==> config.mk <==
export PLATFORM = sky130hd
export DESIGN_NAME = mult_operand_stage
export DESIGN_NICKNAME = d
export VERILOG_FILES = /design/src/rtl/mult_operand_stage_pkg.sv /design/src/rtl/mult_operand_stage.sv
export SDC_FILE = /design/constraint.sdc
export NUM_CORES = 1
export LEC_CHECK = 0
export BUFFER_PORTS_ARGS = -buffer_cell sky130_fd_sc_hd__buf_2
export CORE_MARGIN = 5
export CORE_UTILIZATION = 56
export CTS_CLUSTER_DIAMETER = 80
export CTS_CLUSTER_SIZE = 40
export DETAILED_ROUTE_END_ITERATION = 10
export PLACE_DENSITY = 0.89
export SYNTH_ARGS = -nofsm -noshare
export SYNTH_HDL_FRONTEND = slang
export SYNTH_SLANG_ARGS = --single-unit
export TNS_END_PERCENT = 30
==> constraint.sdc <==
create_clock -name sys_clk -period 2.5 [get_ports sys_clk]
set_input_delay 0.125 -clock sys_clk [delete_from_list [all_inputs] [get_ports sys_clk]]
set_output_delay 0.125 -clock sys_clk [all_outputs]
set_load 0.05 [all_outputs]
==> src/rtl/mult_operand_stage_pkg.sv <==
// Shared multiplier definitions: operand/product widths and the skid-buffer
// state encoding used by the operand staging logic.
package mult_operand_stage_pkg;

    // Default signed operand width and resulting full product width.
    localparam int MULT_WIDTH = 16;
    localparam int PROD_WIDTH = 32;

    // Occupancy of the two-entry operand skid buffer.
    typedef enum logic [1:0] {
        ST_EMPTY = 2'd0,
        ST_ONE   = 2'd1,
        ST_FULL  = 2'd2
    } skid_state_e;

endpackage

==> src/rtl/mult_operand_stage.sv <==
// Operand register stage in front of the multiplier core.
// A two-entry skid buffer decouples upstream and downstream handshakes so
// that in_ready and out_valid are pure register decodes.
//
// Handshake: a transfer happens on a rising edge where valid && ready are
// both high. Once out_valid is high, the presented operands and flags stay
// stable until out_ready takes them. in_ready never depends on out_ready,
// and out_valid never depends on in_valid.
module mult_operand_stage
    import mult_operand_stage_pkg::*;
#(
    parameter int WIDTH = MULT_WIDTH
) (
    input  logic             sys_clk,
    input  logic             sys_rst,
    input  logic             in_valid,
    output logic             in_ready,
    input  logic [WIDTH-1:0] A_NUM,
    input  logic [WIDTH-1:0] B_NUM,
    output logic             out_valid,
    input  logic             out_ready,
    output logic [WIDTH-1:0] A_REG,
    output logic [WIDTH-1:0] B_REG,
    output logic             A_NUM_sign,
    output logic             B_NUM_sign,
    output logic             zero_flag,
    output logic [15:0]      op_cnt,
    output logic [1:0]       dbg_state
);

    skid_state_e      r_state;

    // Output entry: always the oldest pair held by the stage.
    logic [WIDTH-1:0] r_out_a;
    logic [WIDTH-1:0] r_out_b;
    logic             r_out_zero;

    // Skid entry: the younger pair, only meaningful in ST_FULL.
    logic [WIDTH-1:0] r_skid_a;
    logic [WIDTH-1:0] r_skid_b;
    logic             r_skid_zero;

    logic [15:0]      r_op_cnt;

    logic             w_accept;
    logic             w_handoff;
    logic             w_in_zero;

    // Ready/valid are decoded from the state register only.
    assign in_ready  = (r_state != ST_FULL);
    assign out_valid = (r_state != ST_EMPTY);

    assign w_accept  = in_valid && in_ready;
    assign w_handoff = out_valid && out_ready;

    // Zero flag is computed from the incoming pair and stored alongside it.
    assign w_in_zero = (A_NUM == '0) || (B_NUM == '0);

    assign A_REG      = r_out_a;
    assign B_REG      = r_out_b;
    assign A_NUM_sign = r_out_a[WIDTH-1];
    assign B_NUM_sign = r_out_b[WIDTH-1];
    assign zero_flag  = r_out_zero;
    assign op_cnt     = r_op_cnt;
    assign dbg_state  = r_state;

    // Skid-buffer state machine, entry registers and accept counter.
    always_ff @(posedge sys_clk) begin
        if (sys_rst) begin
            r_state     <= ST_EMPTY;
            r_out_a     <= '0;
            r_out_b     <= '0;
            r_out_zero  <= 1'b0;
            r_skid_a    <= '0;
            r_skid_b    <= '0;
            r_skid_zero <= 1'b0;
            r_op_cnt    <= 16'd0;
        end else begin
            if (w_accept) begin
                r_op_cnt <= r_op_cnt + 16'd1;
            end

            case (r_state)
                ST_EMPTY: begin
                    if (w_accept) begin
                        r_out_a    <= A_NUM;
                        r_out_b    <= B_NUM;
                        r_out_zero <= w_in_zero;
                        r_state    <= ST_ONE;
                    end
                end

                ST_ONE: begin
                    if (w_accept && w_handoff) begin
                        // Old pair leaves, new pair takes the output slot.
                        r_out_a    <= A_NUM;
                        r_out_b    <= B_NUM;
                        r_out_zero <= w_in_zero;
                    end else if (w_accept) begin
                        // Output slot is stalled, park the new pair behind it.
                        r_skid_a    <= A_NUM;
                        r_skid_b    <= B_NUM;
                        r_skid_zero <= w_in_zero;
                        r_state     <= ST_FULL;
                    end else if (w_handoff) begin
                        r_state <= ST_EMPTY;
                    end
                end

                ST_FULL: begin
                    // in_ready is low here, so only a handoff can occur.
                    if (w_handoff) begin
                        r_out_a    <= r_skid_a;
                        r_out_b    <= r_skid_b;
                        r_out_zero <= r_skid_zero;
                        r_state    <= ST_ONE;
                    end
                end

                default: begin
                    r_state <= ST_EMPTY;
                end
            endcase
        end
    end

endmodule

==> impl_results.md <==
* Result of the run: finished, final reports clean
* Portion of the clock cycle consumed by the worst path in the final layout at 73.4%
* Fraction of registers with async set or reset after synthesis at 0%
* Post-Syn Nets at between 400 and 500
* Startpoint types: register
* Cell type with the highest occurrence count on the critical path: nand2_1
* Grt ovf at 0
* Full die area at between 0.007 and 0.008 sq mm
* TritonCTS sink count at 84
* Worst stage delay on the critical path at ~0.40 ns
* Number of hold violations in the final report at 0
* Cell at the slowest stage of the critical path: nand2_1
* Highest clock rate at 545 MHz
* Clk root buf: clkbuf_8
* Worst setup path end: r_skid_a[3]
* Maximum clock path buffer count at 2
* N_diodes at 0
* Number of nets at the end of the flow at 519
* Cell type group with the largest total delay on the critical path: simple AND/OR/NAND/NOR gates
* Number of gates resized after cts at 0
* Part of the Yosys area used for sequential elements at 48.0%
* Global Route met1 Usage at 27.2%
* Setup repair after global routing missed its margin: no
* Pwr dens at approximately 690 mW/mm^2
* Via count of the first global-routing pass at a little under 3000
* Effective utilization at floorplan at 58.5%
* Critical path peak fanout at 19
* Avg Cell Area, Syn at 8.65 sq um
* DRC marker count from the first detailed-route iteration at 201
* Dominant synthesized flop cell: dfxtp_1
* Largest net degree at the start of global routing at 44
* Hold bufs inserted after CTS at 0
* Weighted congestion reported at the end of routability-driven placement at 0.792
* Area share of the largest cell type after synthesis at 48.0%
* Critical path buffer and inverter count at 1
* Total negative setup slack at 0 ns
* Length in cells of the worst reg-to-reg path at 5
* Tightest slew margin relative to the limit at between 40% and 50%
* Most used routing layer: met2
* Number of different library cells in the post-synthesis netlist at 35
* Worst-case clock skew at 0.00333 ns
* Data arrival at the endpoint of the critical path at 2.04 ns
* Slew at the pin with the worst max-slew slack at 0.777 ns
* Vertical die dimension at slightly below 90 um
* Ys Warns at 0
* Area delta synth->final at 19.4%
* Leading cell types by count after synthesis: 84 x dfxtp_1, 69 x nand2_1, 46 x nor2_1, 43 x a21oi_1, 33 x mux2i_1
* Final Routed Wirelength at 8280 um
* Endpoint of the worst-slack reg-to-reg timing path: r_skid_a[3]
* HP Class: in -> reg
* Worst voltage drop across the vdd grid at ~0.00037 V
* Total via count after detailed routing at 3156
* Total power after layout at 2.89 mW
* Final Hold Slack at approximately 0.039 ns
* H-tree Lvls at 3
* Clock tree from TritonCTS: built
* Aggregate global-route resource usage at 21.5%
* Number of fill cells at 460
* Average wire per cell in the routed design at 14.8 um
* Global-route wire length before repair at around 13000 um
* Final critical path time including I/O delays and setup at about 1.8 ns
* Number of cell rows at 28
* Cell-by-cell trace of the critical path: nor2b_1 -> nand2_1 -> buf_4 -> nand2_1 -> a21oi_1
* Finished Core Util at 69.8%
* Insertion delay to the later sink of the worst-skew pair at 0.35 ns
* Number of endpoints failing setup at the final stage at 0
* Core Area at 0.00599 sq mm
* Number of cells produced by synthesis at a little over 400
* Total leakage power at 1.92 nW
* DRT Pass-1 Iters at 4
* Post-synthesis sequential element count at 84
* Kind of end point of the critical path: register
* HPWL Detailed at between 5000 and 6000 um
* Dominant cell by count in the synthesized netlist: dfxtp_1
* Fin. max-slew vios at 0
* Cell taking the most area after synthesis: dfxtp_1
* Critical Path Stages at 5
* Main area contributors after synthesis: dfxtp_1 48%, mux2i_1 9.4%, nand2_1 7.4%
* Startpoint of the lowest-slack register-to-register path: dbg_state[0]
* Setup Buffers After CTS at 0
* Setup slack, reg-to-reg at 0.66 ns
* Via/cell ratio at about 5.6
* Max-cap viol count at 0
* Category of the critical setup timing path: reg -> reg
* TritonCTS Buffers at 9
* Clock-pin slew of the registers on the worst-case setup and hold paths at 0.08 ns
* Required arrival time at the worst endpoint at 2.70 ns
* CP startpoint: dbg_state[0]
* Count of buffers from port buffering at 90
* Number of antenna violations at the first check in global routing at 0
* Met2 demand-to-capacity share in global routing at 34.4%
* Synthesized area at 0.00350 sq mm
* Ports at 91
* Die Span X at between 80 and 90 um
* GR Layer Usage met3 at 7.19%
* Count of unresolved DRC violations after routing at 0
* Final antenna-violating net count at 0
* Share of cells above drive strength 1 at 24.1%
* Post-synth EDFFs at 0
[registers in the layout (all words and copies together), names as in the netlist]
register	flops
r_skid_a	16
r_skid_b	16
dbg_state	2
r_skid_zero	1
op_cnt	16
zero_flag	1
A_REG	16
B_REG	16
[where the power goes]
part           switching (mW)  internal (mW)  total, mW
combinational           0.387          0.147      0.534
clock                   0.450          0.464      0.914
sequential             0.0382           1.41       1.45
[stage by stage]
stage,area [sq um],setup slack (ns),std cells
4_1_cts,4180,0.642,561
3_3_place_gp,4000,0.750,546
3_5_place_dp,4000,0.665,546
2_1_floorplan,3500,0.591,405
6_report,4180,0.665,561
5_1_grt,4180,0.454,561
[routing by layer]
layer | part of all wire, % | up-vias
met3 | 7.4 | 9
met5 | 0 | -
met4 | 1.1 | 0
met1 | 42 | 1498
li1 | - | 1570
met2 | 50 | 79
[worst min-delay path by stage]
stage / startpoint / end / cells past startpoint
after floorplan: A_NUM[0] / r_skid_a[0] / 2
after detailed placement: B_NUM[2] / r_skid_b[2] / 3
after global routing: B_NUM[4] / r_skid_b[4] / 3
after global placement: B_NUM[15] / r_skid_b[15] / 3
after CTS: A_NUM[1] / r_skid_a[1] / 3
final: A_NUM[1] / r_skid_a[1] / 3
[worst reg2reg max path: cells and delay by family, from the launching register on]
kind / cells / cell delay [ns]
AOI/OAI and AO/OA: 1 / 0.07
and+or+nand+nor: 3 / 0.90
DFF: 1 / 0.39
buffers and inverters: 1 / 0.34
[kinds of logic after synthesis]
| logic type | synth area share [%] |
|---|---|
| AOI/OAI and AO/OA | 15.5 |
| xor gates and xnor gates | 1.50 |
| adders and majority gates | 0.357 |
| buffers and inverters | 4.68 |
| DFF | 48.0 |
| muxes | 9.43 |
| and+or+nand+nor | 20.6 |
[cell usage in the layout, fill, tap and decap left out, types with 2 or more instances in the layout]
cell      count
clkbuf_8     13
buf_12        2
and3_1        3
or4_1         4
or3_1         5
nor2b_1       2
inv_1         3
nor2_1       46
mux2i_1      33
and2_1        3
a21oi_1      43
nand3_1       5
xor2_1        5
dfxtp_1      84
buf_4         6
buf_2        90
o31ai_1       4
nor4_1        8
a211oi_1     32
nand2_1      69
o21ai_0       5
nand4_1       6
[cell type report]
class / count / area, sq um / share of cell area (%)
inverters: 3 / 11.3 / 0.269
multi-input cells: 286 / 1670 / 40.0
flip-flops and latches: 84 / 1680 / 40.2
well taps: 75 / 93.8 / 2.24
clock buffers: 14 / 183 / 4.37
clock inverters: 1 / 5.00 / 0.120
repair buffers: 98 / 536 / 12.8
Note: power is estimated with default switching activity, not from simulation.
